`src/rtl/ddr_pkg.sv`:
```
`default_nettype none
// ============================================================================
//  Module      : ddr_pkg
//  Description : Shared types and default constants for the DDR read/write
//                arbiter: arbiter state encoding, grant identifier and the
//                default burst/frame/address sizing.
//  Revision    : 1.0  initial release
// ============================================================================
package ddr_pkg;

    // Arbiter state encoding (2 bits).
    typedef enum logic [1:0] {
        ST_IDLE     = 2'd0,
        ST_WR_BURST = 2'd1,
        ST_RD_BURST = 2'd2,
        ST_GAP      = 2'd3
    } arb_state_t;

    // Which channel was granted most recently.
    typedef enum logic {
        GRANT_WR = 1'b0,
        GRANT_RD = 1'b1
    } grant_t;

    localparam int DEF_ADDR_BITS   = 24;
    localparam int DEF_BURST_LEN   = 128;
    localparam int DEF_FRAME_WORDS = 786432;
    localparam int LEN_BITS        = 10;

endpackage : ddr_pkg
`default_nettype wire

```
`src/rtl/ddr_addr_gen.sv`:
```
`default_nettype none
// ============================================================================
//  Module      : ddr_addr_gen
//  Description : Burst start-address generator for one channel. Advances the
//                address by BURST_LEN on every completed burst, wraps to the
//                base at the end of the frame region, and honours frame-sync
//                pulses (immediately when idle, deferred to the finish edge
//                when a burst is in flight).
//  Ports       : clk     - rising-edge clock
//                rst_n   - asynchronous active-low reset
//                base    - start address of the frame region
//                sync    - frame-sync pulse
//                finish  - burst completion strobe (already qualified)
//                active  - a burst of this channel is outstanding
//                addr    - current burst start address
//  Revision    : 1.0  initial release
// ============================================================================
module ddr_addr_gen
    import ddr_pkg::*;
#(
    parameter int                   ADDR_BITS   = DEF_ADDR_BITS,
    parameter int                   BURST_LEN   = DEF_BURST_LEN,
    parameter logic [ADDR_BITS-1:0] FRAME_WORDS = ADDR_BITS'(DEF_FRAME_WORDS),
    parameter logic [ADDR_BITS-1:0] RESET_ADDR  = '0
) (
    input  logic                 clk,
    input  logic                 rst_n,
    input  logic [ADDR_BITS-1:0] base,
    input  logic                 sync,
    input  logic                 finish,
    input  logic                 active,
    output logic [ADDR_BITS-1:0] addr
);

    logic [ADDR_BITS-1:0] addr_q;
    logic [ADDR_BITS-1:0] addr_d;
    logic                 pend_q;
    logic                 pend_d;
    logic [ADDR_BITS-1:0] addr_inc;
    logic [ADDR_BITS-1:0] frame_end;

    // Both sums are deliberately ADDR_BITS wide (modular arithmetic).
    assign addr_inc  = addr_q + ADDR_BITS'(BURST_LEN);
    assign frame_end = base + FRAME_WORDS;

    always_comb begin
        addr_d = addr_q;
        pend_d = pend_q;
        if (active) begin
            if (finish) begin
                // A sync seen during the burst, or on the finish edge itself,
                // restarts the frame instead of advancing.
                if (pend_q || sync) begin
                    addr_d = base;
                end else if (addr_inc >= frame_end) begin
                    addr_d = base;
                end else begin
                    addr_d = addr_inc;
                end
                pend_d = 1'b0;
            end else if (sync) begin
                // Address must stay stable while the request is up.
                pend_d = 1'b1;
            end
        end else if (sync) begin
            addr_d = base;
            pend_d = 1'b0;
        end
    end

    always_ff @(posedge clk or negedge rst_n) begin
        if (!rst_n) begin
            addr_q <= RESET_ADDR;
            pend_q <= 1'b0;
        end else begin
            addr_q <= addr_d;
            pend_q <= pend_d;
        end
    end

    assign addr = addr_q;

endmodule : ddr_addr_gen
`default_nettype wire

```
`src/rtl/ddr_rw_arbiter.sv`:
```
`default_nettype none
// ============================================================================
//  Module      : ddr_rw_arbiter
//  Description : Arbitrates a write channel and a read channel onto a single
//                DDR burst controller. Grants whole bursts, alternates on ties,
//                inserts a one-cycle gap after every burst so FIFO levels
//                settle, and generates frame-relative burst addresses.
//  Ports       : mem_clk, rst_n              - clock / async active-low reset
//                local_init_done             - DDR calibration complete
//                wr_en, rd_en                - channel enables
//                wr_frame_sync, rd_frame_sync- restart channel at its base
//                wr_fifo_usedw, rd_fifo_usedw- FIFO fill levels
//                wr/rd_burst_req,_len,_addr  - burst request to controller
//                wr/rd_burst_finish          - burst completion strobes
//                busy                        - arbiter not idle
//  Revision    : 1.0  initial release
// ============================================================================
module ddr_rw_arbiter
    import ddr_pkg::*;
#(
    parameter int                   ADDR_BITS     = DEF_ADDR_BITS,
    parameter int                   BURST_LEN     = DEF_BURST_LEN,
    parameter logic [ADDR_BITS-1:0] FRAME_WORDS   = ADDR_BITS'(DEF_FRAME_WORDS),
    parameter logic [ADDR_BITS-1:0] WR_BASE       = '0,
    parameter logic [ADDR_BITS-1:0] RD_BASE       = '0,
    parameter int                   RD_FIFO_DEPTH = 1024
) (
    input  logic                 mem_clk,
    input  logic                 rst_n,
    input  logic                 local_init_done,
    input  logic                 wr_en,
    input  logic                 rd_en,
    input  logic                 wr_frame_sync,
    input  logic                 rd_frame_sync,
    input  logic [9:0]           wr_fifo_usedw,
    input  logic [9:0]           rd_fifo_usedw,
    output logic                 wr_burst_req,
    output logic                 rd_burst_req,
    output logic [9:0]           wr_burst_len,
    output logic [9:0]           rd_burst_len,
    output logic [ADDR_BITS-1:0] wr_burst_addr,
    output logic [ADDR_BITS-1:0] rd_burst_addr,
    input  logic                 wr_burst_finish,
    input  logic                 rd_burst_finish,
    output logic                 busy
);

    arb_state_t state_q;
    arb_state_t state_d;
    grant_t     last_grant_q;
    grant_t     last_grant_d;
    logic       wr_req_q;
    logic       wr_req_d;
    logic       rd_req_q;
    logic       rd_req_d;

    logic       wr_ready;
    logic       rd_ready;
    logic [31:0] rd_space;
    logic       wr_finish_ok;
    logic       rd_finish_ok;

    assign rd_space = 32'(RD_FIFO_DEPTH) - {22'd0, rd_fifo_usedw};
    assign wr_ready = wr_en & local_init_done &
                      ({22'd0, wr_fifo_usedw} >= 32'(BURST_LEN));
    assign rd_ready = rd_en & local_init_done & (rd_space > 32'(BURST_LEN));

    // Finish strobes only count inside the matching burst and while the DDR
    // is calibrated; otherwise the address must not move.
    assign wr_finish_ok = (state_q == ST_WR_BURST) & wr_burst_finish & local_init_done;
    assign rd_finish_ok = (state_q == ST_RD_BURST) & rd_burst_finish & local_init_done;

    always_comb begin
        state_d      = state_q;
        last_grant_d = last_grant_q;
        wr_req_d     = wr_req_q;
        rd_req_d     = rd_req_q;

        if (!local_init_done) begin
            state_d  = ST_IDLE;
            wr_req_d = 1'b0;
            rd_req_d = 1'b0;
        end else begin
            case (state_q)
                ST_IDLE: begin
                    // On a tie the channel not granted last time wins.
                    if (wr_ready && (!rd_ready || last_grant_q == GRANT_RD)) begin
                        state_d  = ST_WR_BURST;
                        wr_req_d = 1'b1;
                    end else if (rd_ready) begin
                        state_d  = ST_RD_BURST;
                        rd_req_d = 1'b1;
                    end
                end
                ST_WR_BURST: begin
                    if (wr_burst_finish) begin
                        state_d      = ST_GAP;
                        wr_req_d     = 1'b0;
                        last_grant_d = GRANT_WR;
                    end
                end
                ST_RD_BURST: begin
                    if (rd_burst_finish) begin
                        state_d      = ST_GAP;
                        rd_req_d     = 1'b0;
                        last_grant_d = GRANT_RD;
                    end
                end
                ST_GAP: begin
                    state_d = ST_IDLE;
                end
                default: begin
                    state_d  = ST_IDLE;
                    wr_req_d = 1'b0;
                    rd_req_d = 1'b0;
                end
            endcase
        end
    end

    always_ff @(posedge mem_clk or negedge rst_n) begin
        if (!rst_n) begin
            state_q      <= ST_IDLE;
            last_grant_q <= GRANT_RD;
            wr_req_q     <= 1'b0;
            rd_req_q     <= 1'b0;
        end else begin
            state_q      <= state_d;
            last_grant_q <= last_grant_d;
            wr_req_q     <= wr_req_d;
            rd_req_q     <= rd_req_d;
        end
    end

    ddr_addr_gen #(
        .ADDR_BITS   (ADDR_BITS),
        .BURST_LEN   (BURST_LEN),
        .FRAME_WORDS (FRAME_WORDS),
        .RESET_ADDR  (WR_BASE)
    ) u_wr_addr (
        .clk    (mem_clk),
        .rst_n  (rst_n),
        .base   (WR_BASE),
        .sync   (wr_frame_sync),
        .finish (wr_finish_ok),
        .active (wr_req_q),
        .addr   (wr_burst_addr)
    );

    ddr_addr_gen #(
        .ADDR_BITS   (ADDR_BITS),
        .BURST_LEN   (BURST_LEN),
        .FRAME_WORDS (FRAME_WORDS),
        .RESET_ADDR  (RD_BASE)
    ) u_rd_addr (
        .clk    (mem_clk),
        .rst_n  (rst_n),
        .base   (RD_BASE),
        .sync   (rd_frame_sync),
        .finish (rd_finish_ok),
        .active (rd_req_q),
        .addr   (rd_burst_addr)
    );

    assign wr_burst_req = wr_req_q;
    assign rd_burst_req = rd_req_q;
    assign wr_burst_len = 10'(BURST_LEN);
    assign rd_burst_len = 10'(BURST_LEN);
    assign busy         = (state_q != ST_IDLE);

endmodule : ddr_rw_arbiter
`default_nettype wire

```
`config.mk`:
```
export PLATFORM = sky130hd
export DESIGN_NAME = ddr_rw_arbiter
export DESIGN_NICKNAME = d
export VERILOG_FILES = /design/src/rtl/ddr_pkg.sv /design/src/rtl/ddr_addr_gen.sv /design/src/rtl/ddr_rw_arbiter.sv
export SDC_FILE = /design/constraint.sdc
export NUM_CORES = 1
export LEC_CHECK = 0
export ABC_AREA = 1
export CELL_PAD_IN_SITES_DETAIL_PLACEMENT = 0
export CELL_PAD_IN_SITES_GLOBAL_PLACEMENT = 1
export CORE_MARGIN = 5
export CORE_UTILIZATION = 34
export CTS_CLUSTER_SIZE = 12
export DETAILED_ROUTE_END_ITERATION = 8
export PLACE_DENSITY_LB_ADDON = 0.05
export SYNTH_ARGS = -nofsm -noshare
export SYNTH_HDL_FRONTEND = slang
export SYNTH_SLANG_ARGS = --single-unit
```
`constraint.sdc`:
```
create_clock -name mem_clk -period 3.85 [get_ports mem_clk]
set_input_delay 1.155 -clock mem_clk [delete_from_list [all_inputs] [get_ports mem_clk]]
set_output_delay 1.155 -clock mem_clk [all_outputs]
set_load 0.01 [all_outputs]
```
==> Word-level counts from Yosys, hierarchy flattened <==
Index checks and enable logic that the tools add are counted.
W data, S select, Z words.
{ "op_classes": {"n_eq_ne": 15, "magnitude_cmp": 4, "reduce_logical": 20, "bitwise": 8, "addsub": 3, "muxes": 35} }
{ "op_table": {"columns": ["operator", "n"], "rows": [
  ["$mux W24", 10],
  ["$add A24 B8 Y24 const B", 2],
  ["$ge A24 B20 Y1 const B", 2],
  ["$gt A32 B8 Y1 const B", 1],
  ["$mux W1", 16],
  ["$ne A3 B3 Y1 const B", 5],
  ["$reduce_bool A2 Y1", 6],
  ["$sub A11 B10 Y12 const A", 1],
  ["$ge A10 B8 Y1 const B", 1],
  ["$mux W2", 5],
  ["$and A1 B1 Y1", 8],
  ["$pmux W2 S4", 1],
  ["$reduce_and A2 Y1", 4],
  ["$reduce_and A4 Y1", 2],
  ["$ne A3 B1 Y1 const B", 2],
  ["$pmux W1 S2", 3],
  ["$reduce_and A3 Y1", 2],
  ["$eq A2 B2 Y1 const B", 2],
  ["$ne A2 B1 Y1 const B", 2],
  ["$ne A2 B2 Y1 const B", 2],
  ["$ne A4 B4 Y1 const B", 1],
  ["$logic_or A1 B1 Y1", 3],
  ["$eq A2 B1 Y1 const B", 1],
  ["$logic_not A2 Y1", 1],
  ["2 further kinds", 2]
]} }
{ "totals": {"reg_bits": 55, "input_bits": 29, "out_inout_bits": 71, "elab_cells": 93} }

==> Depth between registers and ports, before layout <==
Gate-level depths: netlist of the first run.
{ "depth": {"ltp_word": 9, "ltp_mapped": 12, "mapped_depth_nobuf": 11} }

==> By module <==
From an unflattened synthesis of the first run, not the netlist that was laid out.
{ "unflattened": {"cells_unflattened": 734, "hier_area_um2": 5407.7} }
{ "modules_own_cells": {"columns": ["module", "seq_area_each_um2", "cells_each", "n_inst", "area_per_inst_um2"], "rows": [
  ["ddr_addr_gen", 625.6, 320, 2, 2397.3],
  ["ddr_rw_arbiter", 126.4, 94, 1, 613.1]
]} }

==> Worst setup path after synthesis of the first run <==
OpenSTA, ideal clock, no wires.
{ "synth_path": {"kind": "input to register", "from": "input rd_fifo_usedw[7]", "to": "register wr_req_q (netlist: wr_burst_req)", "slack_ps": 1738, "n_path_buf": 0, "required_ps": 3731, "arrival_ps": 1993, "stages": 7, "setup_ps": 119, "path_cell_list": "nand3_1 > nand3_1 > o21ai_0 > nand3_1 > nand3_1 > nand2_1 > and2_1"} }
{ "synth_via": {"elab_chain_len": 8} }
{ "synth_lines": {"columns": ["item", "line_no", "source"], "rows": [
  ["from (decl)", "ddr_rw_arbiter.sv:36", "input logic [9:0] rd_fifo_usedw,"],
  ["$sub A11 B10 Y12", "ddr_rw_arbiter.sv:63", "assign rd_space = 32'(RD_FIFO_DEPTH) - {22'd0, rd_fifo_usedw};"],
  ["$gt A32 B8 Y1", "ddr_rw_arbiter.sv:66", "assign rd_ready = rd_en & local_init_done & (rd_space > 32'(BURST_LEN));"],
  ["$and A1 B1 Y1", "ddr_rw_arbiter.sv:66", null],
  ["$logic_not A1 Y1", "ddr_rw_arbiter.sv:87", "if (wr_ready && (!rd_ready || last_grant_q == GRANT_RD)) begin"],
  ["$logic_or A1 B1 Y1", "ddr_rw_arbiter.sv:87", null],
  ["$logic_and A1 B1 Y1", "ddr_rw_arbiter.sv:87", null],
  ["$ne A3 B3 Y1 (no source line)", null, null],
  ["$reduce_and A3 Y1 (no source line)", null, null],
  ["to (signal assigned)", "ddr_rw_arbiter.sv:130", "wr_req_q <= wr_req_d;"],
  ["to (decl)", "ddr_rw_arbiter.sv:52", "logic wr_req_q;"]
]} }
No other way between the ends.
A chain may end at the register's enable or synchronous reset.

==> Worst setup path in the final report of the first run <==
{ "layout_path": {"from": "register state_q[0]", "to": "output busy"} }
{ "layout_via": {"elab_chain_len": 1} }
{ "layout_lines": {"columns": ["item", "line_no", "source"], "rows": [
  ["from (decl)", "ddr_rw_arbiter.sv:48", "arb_state_t state_q;"],
  ["from (signal assigned)", "ddr_rw_arbiter.sv:128", "state_q <= state_d;"],
  ["$reduce_bool A2 Y1", "ddr_rw_arbiter.sv:169", "assign busy = (state_q != ST_IDLE);"],
  ["to (decl)", "ddr_rw_arbiter.sv:45", "output logic busy"]
]} }
No other way between the ends.

==> summary.txt, run 1 <==
Run status
  • Status: completed

Place
  • IO buf count: 51
  • DP HPWL: 5630 um
  • Post-Place Cells: 585
  • Routability cong.: 0.820

Timing
  • Setup-failing EPs final: 0
  • Final hold vios: 0
  • Skew final: 0.0115 ns
  • RSZ-0062 raised after global routing: no
  • Slew @ Worst Pin: 0.948 ns
  • Setup TNS: 0 ns
  • Final period utilization: 0.730
  • Pins Over Slew Limit: 0
  • Worst relative slew slack: 0.368
  • Fmax: 356 MHz
  • Min Clock Period, post-route: 2.81 ns

Clock network
  • Clk Latency, worst-skew pair: 0.29 ns
  • Clk sink count: 41
  • CTS clk-pin slew, worst paths: 0.08 ns
  • H-tree Lvls: 2
  • CTS Buf Count: 5
  • Setup Buffers After CTS: 0
  • Hold buffers post-CTS: 0
  • TritonCTS clock tree: yes
  • PostCTS Resize Cnt: 0
  • CTS Root Cell: clkbuf_8
  • CTS max path bufs: 2

Critical path
  • Crit path DAT: 1.66 ns
  • Critical Path Fanout Max: 4
  • Worst Setup SP: state_q[0]
  • Critical Path Source Type: flop
  • Setup CP Type: flop to output pin
  • CP Capture Type: output pin
  • CP required: 2.69 ns
  • R2R Path Start: u_wr_addr.addr[7]
  • FF-to-FF End: u_wr_addr.addr[18]
  • Flop-to-flop setup slack: 1.76 ns
  • Reg2reg path depth: 9
  • Worst setup path endpoint: busy

GRT
  • Initial antenna violation count: 0
  • Vias in the first global route: 2,601
  • Largest net degree at the start of global routing: 42
  • First-pass GRT wire length: 12,400 um
  • Global-route usage over all layers: 0.144
  • GRT overflow: 0

Layout
  • Layout Nets: 519
  • Layout Area Growth over Synthesis: 20.5%
  • Non-Filler Instances: 593
  • Ratio of cells with drive above 1 in the final layout: 0.0680
  • Layout Utilization: 0.415
  • Most frequent cells in the layout: nand2_1 (115), nor2_1 (57), clkdlybuf4s50_1 (50)
  • Number of diodes: 0
  • Commonest non-fill, non-tap cell in the layout: nand2_1

Synth
  • Syn avg cell area: 6.85 um2
  • Distinct cells, synth: 27
  • Cells after synthesis: 432
  • Cell area after synthesis: 2960 um2
  • Ys Warns: 0
  • Synth Register Bits: 41
  • Sequential share of the synthesized area: 0.347

Floorplan
  • Row cnt: 34
  • Die Y-Extent: 103 um
  • Core area: 8590 um2
  • Initial Utilization: 0.344
  • Top Ports: 100
  • Die area: 10,700 um2
  • Horiz. Die Dim: 103 um

Routing
  • Vias: 2,699
  • Avg WL per Cell: 12.5 um
  • Starting DRT DRC Count: 93
  • Routed wire length: 7430 um
  • Remaining DRCs: 0
  • Final ANT Viol Nets: 0
  • Vias/cell: 4.55
  • Pre-Repair DR Iteration Count: 4

Worst hold path
  • Hold/Removal Path Class: flop to flop

Job
  • Max cap viols: 0

Pwr
  • Total power: 1.24 mW
  • Pleak: 1.62 nW
  • IR drop worst, VDD: 0.000223 V
  • Pwr dens: 346 nW/um2
## where the power goes
group          leakage [nW]  total (mW)  internal, mW  switching (mW)
Sequential            0.559       0.498         0.471          0.0267
Combinational         0.992       0.323         0.127           0.196
Clock                0.0681       0.414         0.258           0.156
Total                  1.62        1.24         0.856           0.379
## worst max-delay path, stage by stage, from the launching register on
cell	delay, ns
dfrtp_1	0.39
inv_1	0.09
ha_1	0.26
inv_1	0.11
clkdlybuf4s50_1	0.54
## final cells by class
| cell class | count | area [um2] |
|---|---|---|
| Clock buffer | 5 | 68.8 |
| Clock inverter | 3 | 65.1 |
| Fill cell | 911 | 5030 |
| Inverter | 40 | 150 |
| Multi-Input combinational cell | 343 | 1600 |
| Sequential cell | 41 | 1030 |
| Tap cell | 108 | 135 |
| Timing Repair Buffer | 53 | 520 |
## synthesized netlist by cell type (all sizes together)
master	number	area, um2
nand4	11	68.8
nand2	121	469
ha	6	75.1
nor3	7	35.0
clkbuf	2	7.51
xnor2	1	8.76
inv	40	150
o21a	1	7.51
nor2	68	308
or2	1	6.26
conb	2	7.51
nand3	51	265
a21oi	18	93.8
xor2	2	17.5
o21ai	19	95.1
dfstp	1	26.3
nor3b	2	15.0
buf	38	297
and2	1	6.26
dfrtp	40	1000
## through the flow
stage / cell area (um2) / hold slack, ns / setup WS [ns]
2_1_floorplan: 3080 / 0.465 / 1.74
3_3_place_gp: 3430 / 0.482 / 0.868
3_5_place_dp: 3430 / 0.487 / 0.882
4_1_cts: 3570 / 0.508 / 1.00
5_1_grt: 3570 / 0.554 / 0.929
6_report: 3570 / 0.501 / 1.04
## metal layers
metal | GRT usage | up-vias | part of all wire
met2 | 0.259 | 39 | 0.50
met5 | 0 | - | 0
met4 | 0.0309 | 0 | 0.0082
met1 | 0.178 | 1239 | 0.45
li1 | - | 1415 | -
met3 | 0.0295 | 6 | 0.037
## cells by family after synthesis
kind of cell	synth area share
other	0.00254
flip-flops	0.347
adder cells (fa/ha/maj)	0.0254
XOR/XNOR	0.00888
AO/OA/AOI/OAI	0.0664
buffers and inverters	0.153
AND/OR/NAND/NOR	0.396
## state kept, by name, indices dropped and copies added, names as in the netlist
| signal | count |
|---|---|
| state_q | 2 |
| u_wr_addr.addr | 17 |
| rd_burst_req | 1 |
| wr_burst_req | 1 |
| last_grant_q | 1 |
| u_rd_addr.addr | 17 |
| u_wr_addr.pend_q | 1 |
| u_rd_addr.pend_q | 1 |
## worst min path at each step
| stage | startpoint | endpoint | slack [ns] | depth (start not counted) |
|---|---|---|---|---|
| floorplan | u_rd_addr.pend_q | u_rd_addr.pend_q | 0.46 | 2 |
| global placement | u_rd_addr.pend_q | u_rd_addr.pend_q | 0.48 | 2 |
| detailed placement | u_rd_addr.pend_q | u_rd_addr.pend_q | 0.49 | 2 |
| CTS | u_rd_addr.pend_q | u_rd_addr.pend_q | 0.51 | 2 |
| global route | last_grant_q | last_grant_q | 0.55 | 2 |
| finish | u_rd_addr.pend_q | u_rd_addr.pend_q | 0.50 | 2 |
(Power assumes the default switching activity.)
==> inputs of run 2 (changes only) <==
Settings changed: CORE_UTILIZATION 34 to 32.
Clock period 3.85 ns to 2.9 ns, I/O delays scaled along.
==> run 2 against run 1 <==
Effect of this change:
- combinational power increased by 35%
- largest cell class unchanged
- critical path type unchanged
- cell count increased by 1.3%
- clock skew increased by 0.0056 ns
- setup slack worse by 0.67 ns
- register-to-register slack lost 1.1 ns
- global-route usage shrank 0.18 points
- clock power fell by 5.3%
- utilization fell by 2.4 points
- worst hold slack better by 0.00064 ns
- sequential power increased by 34%
- sequential cell count stayed put
- highest routed layer unchanged
- count of clock-buffer cells in the layout stayed put
==> summary.txt, run 2 (synthesis gave the netlist of run 1 again) <==
Layout
  • Fillers: 969
  • Non-Filler Instances: 601
  • Commonest non-fill, non-tap cell in the layout: nand2_1
  • Ratio of cells with drive above 1 in the final layout: 0.0776
  • Layout Nets: 524
  • Final instance area: 3560 um2
  • Layout Utilization: 0.391
  • Most frequent cells in the layout: nand2_1 (115), nor2_1 (57), clkdlybuf4s50_1 (50)
  • Number of diodes: 0
  • Layout Area Growth over Synthesis: 20.2%

Clock network
  • CTS max path bufs: 2
  • Clk sink count: 41
  • H-tree Lvls: 2
  • Setup Buffers After CTS: 0
  • TritonCTS clock tree: yes
  • CTS Root Cell: clkbuf_8
  • Hold buffers post-CTS: 0
  • CTS Buf Count: 5
  • PostCTS Resize Cnt: 0
  • Clk Latency, worst-skew pair: 0.30 ns
  • CTS clk-pin slew, worst paths: 0.08 ns

Pwr
  • Pwr dens: 419 nW/um2
  • Int Pwr: 0.965 mW
  • Net Sw Power: 0.527 mW
  • Total power: 1.49 mW
  • Pleak: 1.62 nW
  • Sequential power share: 0.445
  • Switch share: 0.353
  • Clock group share of total power: 0.262
  • Combinational power share: 0.292
  • IR drop worst, VDD: 0.000222 V

GRT
  • GR peak layer: met2
  • Vias in the first global route: 2,734
  • GRT overflow: 0
  • GRT met1 Usage: 0.176
  • Initial antenna violation count: 0
  • Largest net degree at the start of global routing: 42
  • Global-route usage over all layers: 0.142
  • Routing usage on met2: 0.252
  • First-pass GRT wire length: 13,100 um
  • Met3 Use GR: 0.0285

Timing
  • Setup-failing EPs final: 0
  • Worst relative slew slack: 0.589
  • Skew final: 0.0172 ns
  • Final hold vios: 0
  • Final period utilization: 0.874
  • Pins Over Slew Limit: 0
  • Min Clock Period, post-route: 2.53 ns
  • RSZ-0062 raised after global routing: no
  • Fmax: 394 MHz
  • Setup TNS: 0 ns
  • Slew @ Worst Pin: 0.616 ns

Routing
  • Avg WL per Cell: 12.9 um
  • Starting DRT DRC Count: 61
  • Vias/cell: 4.53
  • Pre-Repair DR Iteration Count: 4
  • Final ANT Viol Nets: 0
  • Vias: 2,723
  • Remaining DRCs: 0
  • Routed wire length: 7770 um

Critical path
  • Reg2reg path depth: 9
  • CP required: 2.03 ns
  • Worst setup path endpoint: busy
  • Flop-to-flop setup slack: 0.68 ns
  • Crit path DAT: 1.66 ns
  • R2R Path Start: u_wr_addr.addr[7]
  • Critical Path Source Type: flop
  • CP Capture Type: output pin
  • Worst Setup SP: state_q[0]
  • Setup CP Type: flop to output pin
  • FF-to-FF End: u_wr_addr.addr[13]
  • Critical Path Fanout Max: 4

Floorplan
  • Die area: 11,300 um2
  • Horiz. Die Dim: 106 um
  • Core area: 9110 um2
  • Top Ports: 100
  • Row cnt: 35
  • Initial Utilization: 0.325
  • Die Y-Extent: 106 um

Run status
  • Status: completed

Place
  • Post-DP Area: 3470 um2
  • Routability cong.: 0.819
  • Post-Place Cells: 593
  • DP HPWL: 5880 um
  • IO buf count: 51

Job
  • Max cap viols: 0

Worst hold path
  • Hold/Removal Path Class: flop to flop
run 2: critical path: stages (launching register included):
cell,delay (ns)
dfrtp_1,0.38
inv_1,0.09
ha_1,0.25
inv_1,0.10
clkdlybuf4s50_1,0.55
run 2: routing by layer:
| layer | wire length (um) | share of wire |
|---|---|---|
| met5 | 0 | 0 |
| met4 | 95 | 0.012 |
| met3 | 271 | 0.035 |
| met2 | 3920 | 0.50 |
| met1 | 3490 | 0.45 |
run 2: per-stage QoR:
step | setup WS [ns] | hold slack (ns)
2_1_floorplan | 1.07 | 0.465
3_3_place_gp | 0.338 | 0.477
3_5_place_dp | 0.321 | 0.493
4_1_cts | 0.330 | 0.511
5_1_grt | 0.252 | 0.563
6_report | 0.365 | 0.501
run 2: layout make-up:
| class | instances | area (um2) | share of cell area |
|---|---|---|---|
| timing repair buffer | 58 | 558 | 0.157 |
| tap | 111 | 139 | 0.0390 |
| clock buffer | 5 | 68.8 | 0.0193 |
| clock inverter | 3 | 17.5 | 0.00492 |
| inverter | 40 | 150 | 0.0422 |
| sequential | 41 | 1030 | 0.289 |
| multi-input combinational | 343 | 1600 | 0.449 |
run 2: worst min-delay path by stage:
stage,startpoint,to,depth (start not counted)
floorplan,u_rd_addr.pend_q,u_rd_addr.pend_q,2
global placement,u_rd_addr.pend_q,u_rd_addr.pend_q,2
detailed placement,u_rd_addr.pend_q,u_rd_addr.pend_q,2
CTS,u_rd_addr.pend_q,u_rd_addr.pend_q,2
global route,state_q[0],state_q[0],2
finish,u_rd_addr.pend_q,u_rd_addr.pend_q,2
run 2: power groups by stage:
stage	Clock [mW]	Combinational (mW)	Sequential, mW
2_1_floorplan	0	0.292	0.673
3_3_place_gp	0	0.437	0.676
3_5_place_dp	0	0.445	0.676
4_1_cts	0.413	0.450	0.666
5_1_grt	0.439	0.505	0.672
6_report	0.392	0.436	0.665
